### config.mk
export PLATFORM = sky130hd
export DESIGN_NAME = serial_word_tx
export DESIGN_NICKNAME = d
export VERILOG_FILES = /design/src/rtl/serial_word_tx_pkg.sv /design/src/rtl/serial_word_tx_tick_div.sv /design/src/rtl/serial_word_tx.sv
export SDC_FILE = /design/constraint.sdc
export NUM_CORES = 1
export LEC_CHECK = 0
export BUFFER_PORTS_ARGS = -buffer_cell sky130_fd_sc_hd__buf_2
export CAP_MARGIN = 20
export CORE_ASPECT_RATIO = 0.7
export CORE_MARGIN = 5
export CORE_UTILIZATION = 40
export CTS_BUF_LIST = sky130_fd_sc_hd__clkbuf_8
export DETAILED_ROUTE_END_ITERATION = 10
export PLACE_DENSITY = 0.69
export SYNTH_ARGS = -nofsm -noshare
export SYNTH_HDL_FRONTEND = slang
export SYNTH_HIERARCHICAL = 1
export SYNTH_SLANG_ARGS = --single-unit
### constraint.sdc
create_clock -name clk -period 2.8 [get_ports clk]
set_clock_uncertainty 0.05 [all_clocks]
set_input_delay 0.56 -clock clk [delete_from_list [all_inputs] [get_ports clk]]
set_output_delay 0.56 -clock clk [all_outputs]
set_load 0.05 [all_outputs]
### src/rtl/serial_word_tx_pkg.sv
// serial_word_pkg: shared types and constants for the serial word transmitter
// and the downstream shift stage it feeds.
//   state_e         - transmitter FSM states (IDLE, SHIFT, GAP)
//   cnt_width()     - counter width helper, never narrower than 1 bit
//   DEFAULT_WIDTH   - default word length shared with the downstream stage
//   DEFAULT_DIV     - default clock cycles per serial bit
//   PARITY_BITS     - 1 when SERIAL_WORD_TX_PARITY_EN is defined, else 0
//   DS_WIDTH        - width the downstream shift stage must be built with
package serial_word_pkg;

  typedef enum logic [1:0] {
    ST_IDLE  = 2'd0,
    ST_SHIFT = 2'd1,
    ST_GAP   = 2'd2
  } state_e;

  localparam int unsigned DEFAULT_WIDTH = 10;
  localparam int unsigned DEFAULT_DIV   = 1;

`ifdef SERIAL_WORD_TX_PARITY_EN
  localparam int unsigned PARITY_BITS = 1;
`else
  localparam int unsigned PARITY_BITS = 0;
`endif

  localparam int unsigned DS_WIDTH = DEFAULT_WIDTH + PARITY_BITS;

  // Bits needed to hold values 0..n-1, minimum 1.
  function automatic int unsigned cnt_width(input int unsigned n);
    return (n < 32'd2) ? 32'd1 : 32'($clog2(n));
  endfunction

endpackage

### src/rtl/serial_word_tx_tick_div.sv
// ser_tick_div: DIV prescaler that produces the serial bit tick.
//   clk, rst_n - clock, async active-low reset
//   clr        - synchronous clear (word handshake)
//   en         - count enable (transmitter shifting)
//   tick_c     - combinational tick, high on the last cycle of each bit period
module ser_tick_div
  import serial_word_pkg::*;
#(
  parameter int unsigned DIV = DEFAULT_DIV
) (
  input  logic clk,
  input  logic rst_n,
  input  logic clr,
  input  logic en,
  output logic tick_c
);

  localparam int unsigned CW = cnt_width(DIV + 1);

  logic [CW-1:0] div_cnt;

  assign tick_c = en && (div_cnt == CW'(DIV - 1));

  // Counts 0..DIV-1 while enabled, restarting after each tick.
  always_ff @(posedge clk or negedge rst_n) begin
    if (!rst_n) begin
      div_cnt <= '0;
    end else if (clr || tick_c) begin
      div_cnt <= '0;
    end else if (en) begin
      div_cnt <= div_cnt + CW'(1);
    end
  end

endmodule

### src/rtl/serial_word_tx.sv
// serial_word_tx: parallel-to-serial transmitter, MSB first, one bit per strobe.
// Optional macro SERIAL_WORD_TX_PARITY_EN appends an even-parity strobe.
//   clk, rst_n - clock, async active-low reset
//   in_data    - WIDTH-bit word, sampled only on the valid/ready handshake
//   in_valid   - word valid
//   in_ready   - block can accept a word
//   ser_bit    - serial data bit, 0 whenever ser_en is low
//   ser_en     - one-cycle strobe per bit (downstream shift_en)
//   word_done  - pulse coincident with the last strobe of a word
//   busy       - high while shifting or in the inter-word gap
module serial_word_tx
  import serial_word_pkg::*;
#(
  parameter int unsigned WIDTH      = DEFAULT_WIDTH,
  parameter int unsigned DIV        = DEFAULT_DIV,
  parameter int unsigned GAP_CYCLES = 0
) (
  input  logic             clk,
  input  logic             rst_n,
  input  logic [WIDTH-1:0] in_data,
  input  logic             in_valid,
  output logic             in_ready,
  output logic             ser_bit,
  output logic             ser_en,
  output logic             word_done,
  output logic             busy
);

  localparam int unsigned NBITS = WIDTH + PARITY_BITS;
  localparam int unsigned BW    = cnt_width(WIDTH + 2);
  localparam int unsigned GW    = cnt_width(GAP_CYCLES + 1);

  state_e           state;
  logic [NBITS-1:0] shreg;
  logic [BW-1:0]    bit_cnt;
  logic [GW-1:0]    gap_cnt;
  logic [NBITS-1:0] load_c;
  logic             hs_c;
  logic             tick_c;
  logic             last_c;

  // Word as shifted out; parity rides in the LSB so it leaves last.
`ifdef SERIAL_WORD_TX_PARITY_EN
  assign load_c = {in_data, ^in_data};
`else
  assign load_c = in_data;
`endif

  assign hs_c   = (state == ST_IDLE) && in_valid && in_ready;
  assign last_c = (bit_cnt == BW'(NBITS - 1));

  ser_tick_div #(
    .DIV (DIV)
  ) u_tick_div (
    .clk    (clk),
    .rst_n  (rst_n),
    .clr    (hs_c),
    .en     (state == ST_SHIFT),
    .tick_c (tick_c)
  );

  // Transmit FSM with registered outputs; strobes default low every cycle.
  always_ff @(posedge clk or negedge rst_n) begin
    if (!rst_n) begin
      state     <= ST_IDLE;
      shreg     <= '0;
      bit_cnt   <= '0;
      gap_cnt   <= '0;
      in_ready  <= 1'b0;
      ser_bit   <= 1'b0;
      ser_en    <= 1'b0;
      word_done <= 1'b0;
      busy      <= 1'b0;
    end else begin
      ser_bit   <= 1'b0;
      ser_en    <= 1'b0;
      word_done <= 1'b0;
      case (state)
        ST_IDLE: begin
          in_ready <= 1'b1;
          busy     <= 1'b0;
          if (hs_c) begin
            shreg    <= load_c;
            bit_cnt  <= '0;
            in_ready <= 1'b0;
            busy     <= 1'b1;
            state    <= ST_SHIFT;
          end
        end
        ST_SHIFT: begin
          if (tick_c) begin
            ser_en  <= 1'b1;
            ser_bit <= shreg[NBITS-1];
            shreg   <= {shreg[NBITS-2:0], 1'b0};
            bit_cnt <= bit_cnt + BW'(1);
            if (last_c) begin
              word_done <= 1'b1;
              if (GAP_CYCLES != 0) begin
                gap_cnt <= '0;
                state   <= ST_GAP;
              end else begin
                in_ready <= 1'b1;
                busy     <= 1'b0;
                state    <= ST_IDLE;
              end
            end
          end
        end
        ST_GAP: begin
          if (gap_cnt == GW'(GAP_CYCLES - 1)) begin
            in_ready <= 1'b1;
            busy     <= 1'b0;
            state    <= ST_IDLE;
          end else begin
            gap_cnt <= gap_cnt + GW'(1);
          end
        end
        default: begin
          state <= ST_IDLE;
        end
      endcase
    end
  end

endmodule

==> flow_summary.ini <==
[run_status]
status = finished clean

[route]
drtIter0Drc = 44
routed-via-count = 676
drtPass1Iterations = 4
vias_per_cell = 4.97
routedWlPerCell_um = 12.9
drc_errors = 0
wl_um = 1760
routed.top_layer = met4
wl_met2_um = 852
drt.antenna.violating_nets = 0
met1_length_um = 745
met3_length_um = 137

[yosys]
synthCells = 85
syn_nets = 100
synthXorXnorAreaFrac = 0.00883
synth_area_leaders = dfrtp_1, mux2i_1, o21ai_2, nand3_1, ha_1
postSynthAreaPerCell_um2 = 11.7
yosysTopAreaCellShare = 0.530
synth-main-ff-cell = dfrtp_1
synth_top_family_by_area = simple AND/OR/NAND/NOR gates
yosysUniqueCellTypes = 23
ys.warnings.count = 6
synth-compound-area-share = 0.112
synth_mux_area_frac = 0.101
yosysSeqAreaShare = 0.530
synth-seq-cells = 21
synth-simple-area-share = 0.170
synth_edf_count = 0
synthArstFlopShare = 1.00
synth_adder_area_share = 0.0252
synth_area_um2 = 992
synth_top_cell_by_area = dfrtp_1

[cells_and_area]
antennaDiodeCount = 0
drive_gt1_frac = 0.363
regArea_um2 = 526
num-nets-final = 118
multi_input_area_um2 = 414
synthToLayoutAreaGrowth_pct = 14.5
n_fill_cell = 219
layout_common_cells = dfrtp_1, buf_2, nand3_1, mux2i_1, o21ai_2
final_common_cell = dfrtp_1
layoutNonFillerInstCount = 136

[power]
switching_share = 0.426
switchingPower_uw = 534
internal_power_uw = 720
share_comb_of_total_power = 0.429
vdd_drop_max_uv = 537
leakagePower_nw = 0.594
p_clk_frac = 0.160
power_density_nw_per_um2 = 1100
seqPwrFrac = 0.410

[clock_tree]
cts_setup_buffers = 0
clock_tree.root_cell = clkbuf_8
cts_tree = done
postCtsHoldBufs = 0
cts-resized-gates = 0
cts_made_buffers = 3
clk-insertion-delay-late_ps = 260
clock_sinks = 21
cts_max_path_buffers = 2
h-tree-depth = 1
clk_pin_slew_ps = 80

[sta]
finalSetupTns_ps = 0
period_needed_ps = 1630
clock.fmax_mhz = 614
relSlewSlack = 0.688
tightest_slew_ps = 469
final-setup-viol-count = 0
hold_slack_ps = 187
post-route-period-util = 0.581
rsz0062_at_grt = false
finalHoldViolations = 0
slew_violations = 0

[floorplan]
fp.coreArea_um2 = 2420
die_x_um = 69.5
rows = 15
initial_core_util = 0.410
floorplan.die_area_um2 = 3590
num_io_pins = 18
die_h_um = 51.7

[flow_run]
cap_violations = 0

[global_routing]
overflow = 0
grt_usage = 0.110
grt_pass1_wl_um = 3040
grt_pass1_vias = 663
grt_antenna_before_repair = 0
grt_max_degree = 22

[place]
dp_cells = 132
place_congestion = 0.728
place_hpwl_um = 1290
portBuffers = 17

[worst_setup_path]
arrival_ps = 1730
end_kind = flip-flop
critPathRequiredTime_ps = 2900
startpoint = state[0]
start_kind = flip-flop
crit_fanout = 17
r2r_start = state[0]
critPathKind = flip-flop to flip-flop

[hold_path]
hold_path.class = primary input to async pin
==> metal layers <==
layer,track usage,up-vias
met1,0.129,325
met2,0.179,19
met5,0,-
met3,0.0560,4
li1,-,328
met4,0.0292,0
==> registers in the layout, indices dropped and copies added, names as in the netlist <==
register,count
shreg,10
busy,1
state,1
u_tick_div/div_cnt,1
bit_cnt,4
word_done,1
ser_en,1
in_ready,1
ser_bit,1
==> per-stage QoR <==
stage | worst slack (ps) | total power [mW] | util | cell area, um^2
after floorplan | 1430 | 0.970 | - | 992
after global placement | 1230 | 1.04 | 0.450 | 1090
after detailed placement | 1190 | 1.06 | 0.450 | 1090
after CTS | 1160 | 1.26 | 0.469 | 1140
after global routing | 1020 | 1.35 | 0.469 | 1140
final | 1170 | 1.25 | 0.469 | 1140
==> cell families after synthesis <==
family | count (synthesis)
flops | 21
compound gates | 15
mux | 10
simple gates | 27
buf+inv | 9
xor+xnor | 1
fa+ha+maj | 2
==> power by group through the flow <==
stage | Sequential (mW) | Clock, mW | Combinational (mW)
6_report | 0.514 | 0.201 | 0.538
3_5_place_dp | 0.519 | 0 | 0.545
5_1_grt | 0.529 | 0.220 | 0.599
4_1_cts | 0.514 | 0.204 | 0.546
3_3_place_gp | 0.513 | 0 | 0.529
2_1_floorplan | 0.586 | 0 | 0.384
==> layout make-up <==
class | count | area share
timing repair buffer | 18 | 0.0815
clock buffer | 3 | 0.0363
sequential | 21 | 0.463
inverter | 4 | 0.0132
tap | 34 | 0.0374
clock inverter | 1 | 0.00441
multi-input combinational | 55 | 0.365
==> Yosys cell counts, types with 2 or more instances <==
library cell  instances
buf_2                 3
nor2_1                2
nand2_1               3
ha_1                  2
o21ai_2               9
dfrtp_1              21
buf_6                 2
nand3_1              13
mux2i_1              10
a21oi_1               2
inv_1                 4
o21ai_0               3
==> path summary, 6_finish.rpt <==
kind / cells past startpoint / end / slack [ps]
min: 1 / bit_cnt[1] / 190
max in group asynchronous: 1 / shreg[7] / 2190
max: 4 / shreg[4] / 1170
min in group clk: 1 / bit_cnt[3] / 440
min reg2reg: 1 / bit_cnt[3] / 440
max reg2reg: 4 / shreg[4] / 1170
==> worst max-delay path, stage by stage, from the launching register on <==
cell	delay, ps
dfrtp_1	530
and2b_2	290
nand2_2	260
and2_4	310
o21ai_2	80
(Power assumes the default switching activity.)
